==> src/rtl/result_reader.sv <==
// result_reader: drains the multiplier result RAM after the compute controller
// finishes. On an accepted start it reads addresses 0 .. count-1, one word at
// a time, and presents each word on a valid/ready stream. A one-cycle done
// pulse follows acceptance of the final word.
module result_reader #(
    parameter int DATA_W = 32,
    parameter int ADDR_W = 4
) (
    input  logic              clk,
    input  logic              rst,
    input  logic              start,
    input  logic [ADDR_W:0]   count,
    output logic              rd_en,
    output logic [ADDR_W-1:0] rd_addr,
    input  logic [DATA_W-1:0] rd_data,
    output logic [DATA_W-1:0] out_data,
    output logic              out_valid,
    input  logic              out_ready,
    output logic              out_last,
    output logic              busy,
    output logic              done
);

    // Largest burst the RAM can hold; larger requests are clamped to this.
    localparam logic [ADDR_W:0] MAX_COUNT = {1'b1, {ADDR_W{1'b0}}};

    typedef enum logic [2:0] {
        ST_IDLE,
        ST_READ,
        ST_WAIT,
        ST_PRESENT,
        ST_DONE
    } state_t;

    state_t              state_reg;
    // One bit wider than the RAM address so a full-depth burst never wraps.
    logic [ADDR_W:0]     addr_reg;
    logic [ADDR_W:0]     cnt_reg;
    logic                rd_en_reg;
    logic [ADDR_W-1:0]   rd_addr_reg;
    logic [DATA_W-1:0]   out_data_reg;
    logic                out_valid_reg;
    logic                out_last_reg;
    logic                busy_reg;
    logic                done_reg;

    // Clamped request count and the next address, used on state transitions.
    logic [ADDR_W:0]     count_clamped;
    logic [ADDR_W:0]     addr_next;

    // Clamp the requested count and precompute the following address.
    always_comb begin
        count_clamped = (count > MAX_COUNT) ? MAX_COUNT : count;
        addr_next     = addr_reg + 1'b1;
    end

    // Burst controller; every output is a register updated alongside the state.
    always_ff @(posedge clk) begin
        if (rst) begin
            state_reg     <= ST_IDLE;
            addr_reg      <= '0;
            cnt_reg       <= '0;
            rd_en_reg     <= 1'b0;
            rd_addr_reg   <= '0;
            out_data_reg  <= '0;
            out_valid_reg <= 1'b0;
            out_last_reg  <= 1'b0;
            busy_reg      <= 1'b0;
            done_reg      <= 1'b0;
        end else begin
            case (state_reg)
                ST_IDLE: begin
                    if (start) begin
                        cnt_reg  <= count_clamped;
                        addr_reg <= '0;
                        busy_reg <= 1'b1;
                        if (count_clamped == '0) begin
                            // Nothing to drain: report completion straight away.
                            state_reg <= ST_DONE;
                            done_reg  <= 1'b1;
                        end else begin
                            state_reg   <= ST_READ;
                            rd_en_reg   <= 1'b1;
                            rd_addr_reg <= '0;
                        end
                    end
                end

                ST_READ: begin
                    // The read was issued this cycle; data returns next cycle.
                    state_reg <= ST_WAIT;
                    rd_en_reg <= 1'b0;
                end

                ST_WAIT: begin
                    state_reg     <= ST_PRESENT;
                    out_data_reg  <= rd_data;
                    out_valid_reg <= 1'b1;
                    out_last_reg  <= (addr_next == cnt_reg);
                end

                ST_PRESENT: begin
                    // out_data_reg is untouched here, so it holds under backpressure.
                    if (out_ready) begin
                        out_valid_reg <= 1'b0;
                        out_last_reg  <= 1'b0;
                        if (out_last_reg) begin
                            state_reg <= ST_DONE;
                            done_reg  <= 1'b1;
                        end else begin
                            state_reg   <= ST_READ;
                            addr_reg    <= addr_next;
                            rd_en_reg   <= 1'b1;
                            rd_addr_reg <= addr_next[ADDR_W-1:0];
                        end
                    end
                end

                ST_DONE: begin
                    state_reg <= ST_IDLE;
                    done_reg  <= 1'b0;
                    busy_reg  <= 1'b0;
                end

                default: begin
                    state_reg     <= ST_IDLE;
                    rd_en_reg     <= 1'b0;
                    out_valid_reg <= 1'b0;
                    out_last_reg  <= 1'b0;
                    busy_reg      <= 1'b0;
                    done_reg      <= 1'b0;
                end
            endcase
        end
    end

    assign rd_en     = rd_en_reg;
    assign rd_addr   = rd_addr_reg;
    assign out_data  = out_data_reg;
    assign out_valid = out_valid_reg;
    assign out_last  = out_last_reg;
    assign busy      = busy_reg;
    assign done      = done_reg;

endmodule

==> config.mk <==
export PLATFORM = sky130hd
export DESIGN_NAME = result_reader
export DESIGN_NICKNAME = d
export VERILOG_FILES = /design/src/rtl/result_reader.sv
export SDC_FILE = /design/constraint.sdc
export NUM_CORES = 1
export LEC_CHECK = 0
export BUFFER_PORTS_ARGS = -buffer_cell sky130_fd_sc_hd__buf_2
export CAP_MARGIN = 5
export CORE_MARGIN = 2
export CORE_UTILIZATION = 45
export DETAILED_ROUTE_END_ITERATION = 6
export PLACE_DENSITY = 0.74
export SLEW_MARGIN = 20
export SYNTH_ARGS = -nofsm -noshare
export SYNTH_HDL_FRONTEND = slang
export SYNTH_SLANG_ARGS = --single-unit
==> constraint.sdc <==
create_clock -name clk -period 3.1 [get_ports clk]
set_clock_uncertainty 0.05 [all_clocks]
set_input_delay 0.155 -clock clk [delete_from_list [all_inputs] [get_ports clk]]
set_output_delay 0.155 -clock clk [all_outputs]
set_load 0.02 [all_outputs]
# ---- Yosys cells after proc, flatten, opt, wreduce, memory -nomap -nowiden
# Index checks and enable logic that the tools add are counted.
# Widths: inputs -> output; s select.
dict set report totals {
  memories 0
  register_bits 54
  elab_cells 72
  ramBits 0
  romBits 0
  latchBits 0
  output_inout_bits 41
}
dict set report classes {
  n_mul 0
  n_lt_le_gt_ge 1
  reduce_logical 15
  bitwise_logic 4
  shift 0
  addsub 1
  div 0
  mux 30
  n_eq_ne 11
}
# operator n
set ops {}
lappend ops {{$mux 5} 4}
lappend ops {{$mux 4} 4}
lappend ops {{$reduce_and 5->1} 3}
lappend ops {{$mux 3} 4}
lappend ops {{$ne 2x2->1 const B} 6}
lappend ops {{$pmux 1 s3} 4}
lappend ops {{$pmux 3 s4} 1}
lappend ops {{$mux 1} 10}
lappend ops {{$pmux 5 s2} 1}
lappend ops {{$pmux 4 s2} 1}
lappend ops {{$reduce_and 2->1} 4}
lappend ops {{$eq 3x2->1 const B} 2}
lappend ops {{$reduce_or 3->1} 2}
lappend ops {{$add 5x1->5 const B} 1}
lappend ops {{$eq 5x5->1} 1}
lappend ops {{$gt 5x5->1 const B} 1}
lappend ops {{$logic_not 5->1} 1}
lappend ops {{$not 1->1} 4}
lappend ops {{$reduce_and 4->1} 1}
lappend ops {{$reduce_or 2->1} 2}
lappend ops {{$eq 3x1->1 const B} 1}
lappend ops {{$eq 3x3->1 const B} 1}
lappend ops {{$logic_not 3->1} 1}
lappend ops {{$pmux 1 s2} 1}
lappend ops {{$reduce_bool 2->1} 1}

# ---- Longest topological paths before layout
dict set report depth {
  depth_word 6
  ltp_mapped 6
  depth_no_buf 5
}

# ---- Least setup slack after synthesis
# OpenSTA, ideal clock, no wires.
dict set report synth_path {
  path_type {register -> register}
  start {register addr_reg[0]}
  end {register out_last_reg, in the netlist out_last}
  arrival_ns 1.537
  period_less_slack_ns 1.682
  path_stages_with_launch 5
  slack_ns 1.418
  cell_sequence {dfxtp_1 -> ha_1 -> xor2_1 -> or4_1 -> o41ai_2}
}
dict set report synth_via {
  elab_chain_cells 3
}
# element line_no
set synth_lines {}
lappend synth_lines {{start, declared} 37} ;# logic [ADDR_W:0] addr_reg;
lappend synth_lines {{start signal, assigned} 112} ;# addr_reg <= addr_next;
lappend synth_lines {{$add 5x1->5} 54} ;# addr_next = addr_reg + 1'b1;
lappend synth_lines {{$eq 5x5->1} 99} ;# out_last_reg <= (addr_next == cnt_reg);
lappend synth_lines {{$pmux 1 s3} 71} ;# case (state_reg)
lappend synth_lines {{end signal, assigned} 99}
lappend synth_lines {{end, declared} 43} ;# logic out_last_reg;
# No other way between the ends.
# A chain may end at the register's enable or synchronous reset.

# ---- Worst setup path after layout
dict set report layout_path {
  start {register state_reg[1]}
  end {register out_last_reg, in the netlist out_last}
}
dict set report layout_via {
  elab_chain_cells 4
  word_cells_on_any_way 10
  classes_between {eq/ne: 5; mux: 1; bitwise: 1; reduce/logical: 3}
}
# element line_no
set layout_lines {}
lappend layout_lines {{start, declared} 35} ;# state_t state_reg;
lappend layout_lines {{start signal, assigned} 60} ;# state_reg <= ST_IDLE;
lappend layout_lines {{start signal, assigned} 79} ;# state_reg <= ST_DONE;
lappend layout_lines {{start signal, assigned} 82} ;# state_reg <= ST_READ;
lappend layout_lines {{parallel branches: the longest is 4 deep, another holds $eq 3x1->1} -}
# Parallel ways; which one is timed is not known.

==> results.txt <==
The flip-flop cell with the highest count after synthesis is dfxtp_1. The later-pin clock latency in the skew report came out at about 0.30 ns. The overall die width is 74.5 um. The number of hold buffers added after CTS was 0. In this run the count of I/O pins placed on the die edge is 82.

The nature of the critical path endpoint is a flip-flop. The leakage component of the power is 1.18 nW. Yosys printed 0 warnings. Entering global routing, the biggest net connects 56 pins. The path depth of the worst reg2reg path came out at 3. In this run the worst path has a maximum fanout of 33. The CTS tree is done. Summing the areas of all compound-gate instances in the mapped netlist gives 18.2% of the synthesized area. The deepest clock path buffer count is 2. The die is 74.5 um tall. The placeable core area is 4750 um2. After Yosys synthesis, full adders, half adders and majority gates account for 0.560% of the synthesized area. The area share of the largest cell type after synthesis is 48.3%. After clock tree synthesis, the clock-pin slew on the worst setup and hold paths is roughly 0.090 ns. The minimum hold slack came out at between 0.02 and 0.03 ns.

The actual slew at the worst max-slew pin is slightly below 1 ns. The cell type with the highest aggregate area in the netlist is dfxtp_1. The critical path required time is 3.26 ns. The gate count after technology mapping came out at about 270.

The count of clock tree sinks came out at 54. The number of antenna violations at the first check in global routing was 0. The layout-stage area growth over the synthesis result came out at 24.1%. The worst hold path passes through 3 cells. For this block, the routed nets add up to roughly 5000 um of wire. The post-route cell area is 2780 um2.

By area the synthesized netlist is led by dfxtp_1, nand2_1, a21oi_1, xnor2_1, clkbuf_1. The kind of start point of the critical path is a flip-flop. The commonest cells after synthesis are nand2_1, dfxtp_1, a21oi_1. TritonCTS created 5 clock buffers. The number of antenna cells inserted is 0. The critical path in this run is classified as reg -> reg.

The total power density per cell area is 560 nW/um2. The total track usage came out at a little under a fifth. The post-route netlist has 28.2% of its cells at a drive strength greater than 1. The buffer count from post-CTS setup fixing came out at 0. The fraction of the core area covered by cells at the end of the flow came out at approximately three fifths.

The half-perimeter wire length after detailed placement came out at 3510 um. The number of optimization iterations in the first detailed-route pass is 4. The data arrival time at the worst-slack endpoint came out at 2.31 ns.

The port buffer count is ~80. The final RePlAce weighted congestion came out at roughly 0.79. Setup repair after global routing left no endpoint under its margin. The reg-to-reg setup timing slack came out at about 0.95 ns. The async set-or-reset flop fraction in the synthesized netlist came out at 0%.

The post-detailed-route wirelength per cell is between 10 and 15 um. Using the TritonRoute via totals, the vias-per-cell ratio works out to about 5.0. The number of DRC markers in iteration 0 came out at about 110. The final total power came out at ~1.6 mW. The sequential element share of the synthesized area came out at between 40% and 50%.

The flow ran to the end, and the final reports show no timing, DRC or antenna violations. The count of distinct cell types in the synthesized netlist is 42. The total congestion overflow after global routing came out at 0. The number of gates resized after cts came out at 0.

The final count of hold timing violations is 0. Dividing the final minimum period by the clock period gives 69.4%. The final setup violation count came out at 0. The floorplan die area came out at between 5000 and 6000 um2.

In this run the worst hold path is classified as in -> reg. The synthesized area per cell came out at between 8 and 9 um2. Leaving out filler cells and counting taps, the final layout contains 414.

The max-capacitance violation count is 0. For this run, design rule violations remaining after detail routing come to 0. The setup slack after layout came out at 0.948 ns. The net count of the mapped netlist came out at around 320. By area, the combinational part of the netlist is dominated by simple AND/OR/NAND/NOR gates. The net count of the finished layout is approximately 390.

The highest ir drop seen on vdd is about 0.33 mV. The flip-flop count of the largest register after layout came out at 32. The residual antenna-violating net count after detailed routing came out at 0. The placed cell count came out at ~400. The number of global-route vias before repair came out at about 1,800. The multiplexer share of the synthesized area is 0%. The worst slew slack as a fraction of its limit is between 30% and 40%. After synthesis the netlist holds a flip-flop and latch count of between 50 and 60. The pre-CTS setup slack came out at 0.949 ns. Among all cell types in the netlist, the one instantiated most often is nand2_1. The count of H-tree levels built during CTS came out at 2. The max-slew violation count is 0.

The routed layout has just over 2,000 vias. After Yosys synthesis, XOR and XNOR cells account for 3.13% of the synthesized area. The clock period minus worst slack is 2.15 ns.

The synthesized area came out at between 2000 and 2500 um2. Setup total negative slack on the finished layout was measured at 0 ns. The simple-gate share of the synthesized area is between 20% and 30%. The wire length of the first global-routing pass came out at 7960 um. The number of rows in the core area is 25.

The peak clock frequency supported by timing is around 0.46 GHz. The starting density of the core is 47.0%. The cell area reported after detailed placement came out at between 2000 and 3000 um2. The number of flops mapped to enable cells by yosys is 0. The tree is rooted in a clkbuf_8.
critical path, stage by stage, from the launching register on:
cell	delay, ns
dfxtp_1	0.69
nand3_4	0.39
or4_1	0.63
o41ai_2	0.30
layer usage:
layer / up-vias / routed length [um] / track usage, %
met4: 0 / 28 / 4.76
met5: - / 0 / 0
li1: 1072 / - / -
met1: 925 / 2350 / 24.4
met2: 71 / 2310 / 29.2
met3: 4 / 362 / 5.28
power breakdown:
group          internal (mW)  leakage (nW)  switching [mW]  total (mW)
Combinational          0.111         0.688           0.193       0.304
Sequential             0.744         0.439          0.0438       0.788
Clock                  0.241        0.0514           0.223       0.464
final cells by class:
type	instances	area (um2)
Clock buffer	6	72.6
Clock inverter	2	37.5
Fill cell	455	1980
Inverter	4	20.0
Multi-Input combinational cell	199	1070
Sequential cell	54	1080
Tap cell	67	83.8
Timing Repair Buffer	82	413
kinds of logic (layout without fill, tap and decap cells):
family / after synthesis / after routing
xor gates and xnor gates: 8 / 8
adders and majority gates: 1 / 1
AOI/OAI and AO/OA: 72 / 72
and+or+nand+nor: 118 / 118
buffers and inverters: 20 / 94
DFF: 54 / 54
placed cells by master (no fill, tap or decap), drive strengths merged, types with 2 or more instances in the layout:
| cell | Yosys | layout |
|---|---|---|
| nor3b | 2 | 2 |
| buf | 5 | 82 |
| o32ai | 2 | 2 |
| o21ai | 10 | 10 |
| nand3 | 5 | 5 |
| xor2 | 3 | 3 |
| xnor2 | 5 | 5 |
| and2 | 2 | 2 |
| o41ai | 2 | 2 |
| a21oi | 51 | 51 |
| o21a | 2 | 2 |
| nand4b | 3 | 3 |
| nand2 | 81 | 81 |
| or4 | 3 | 3 |
| nor2 | 6 | 6 |
| nor3 | 6 | 6 |
| nand3b | 5 | 5 |
| nand2b | 2 | 2 |
| dfxtp | 54 | 54 |
| inv | 3 | 3 |
| clkbuf | 11 | 6 |
path summary, 6_finish.rpt:
| check | start | endpoint |
|---|---|---|
| setup / recovery | state_reg[1] | out_last |
| hold / removal | rd_data[17] | out_data[17] |
| setup reg to reg | state_reg[1] | out_last |
| hold reg to reg | out_data[4] | out_data[4] |
Power figures use the tool's default switching activity.
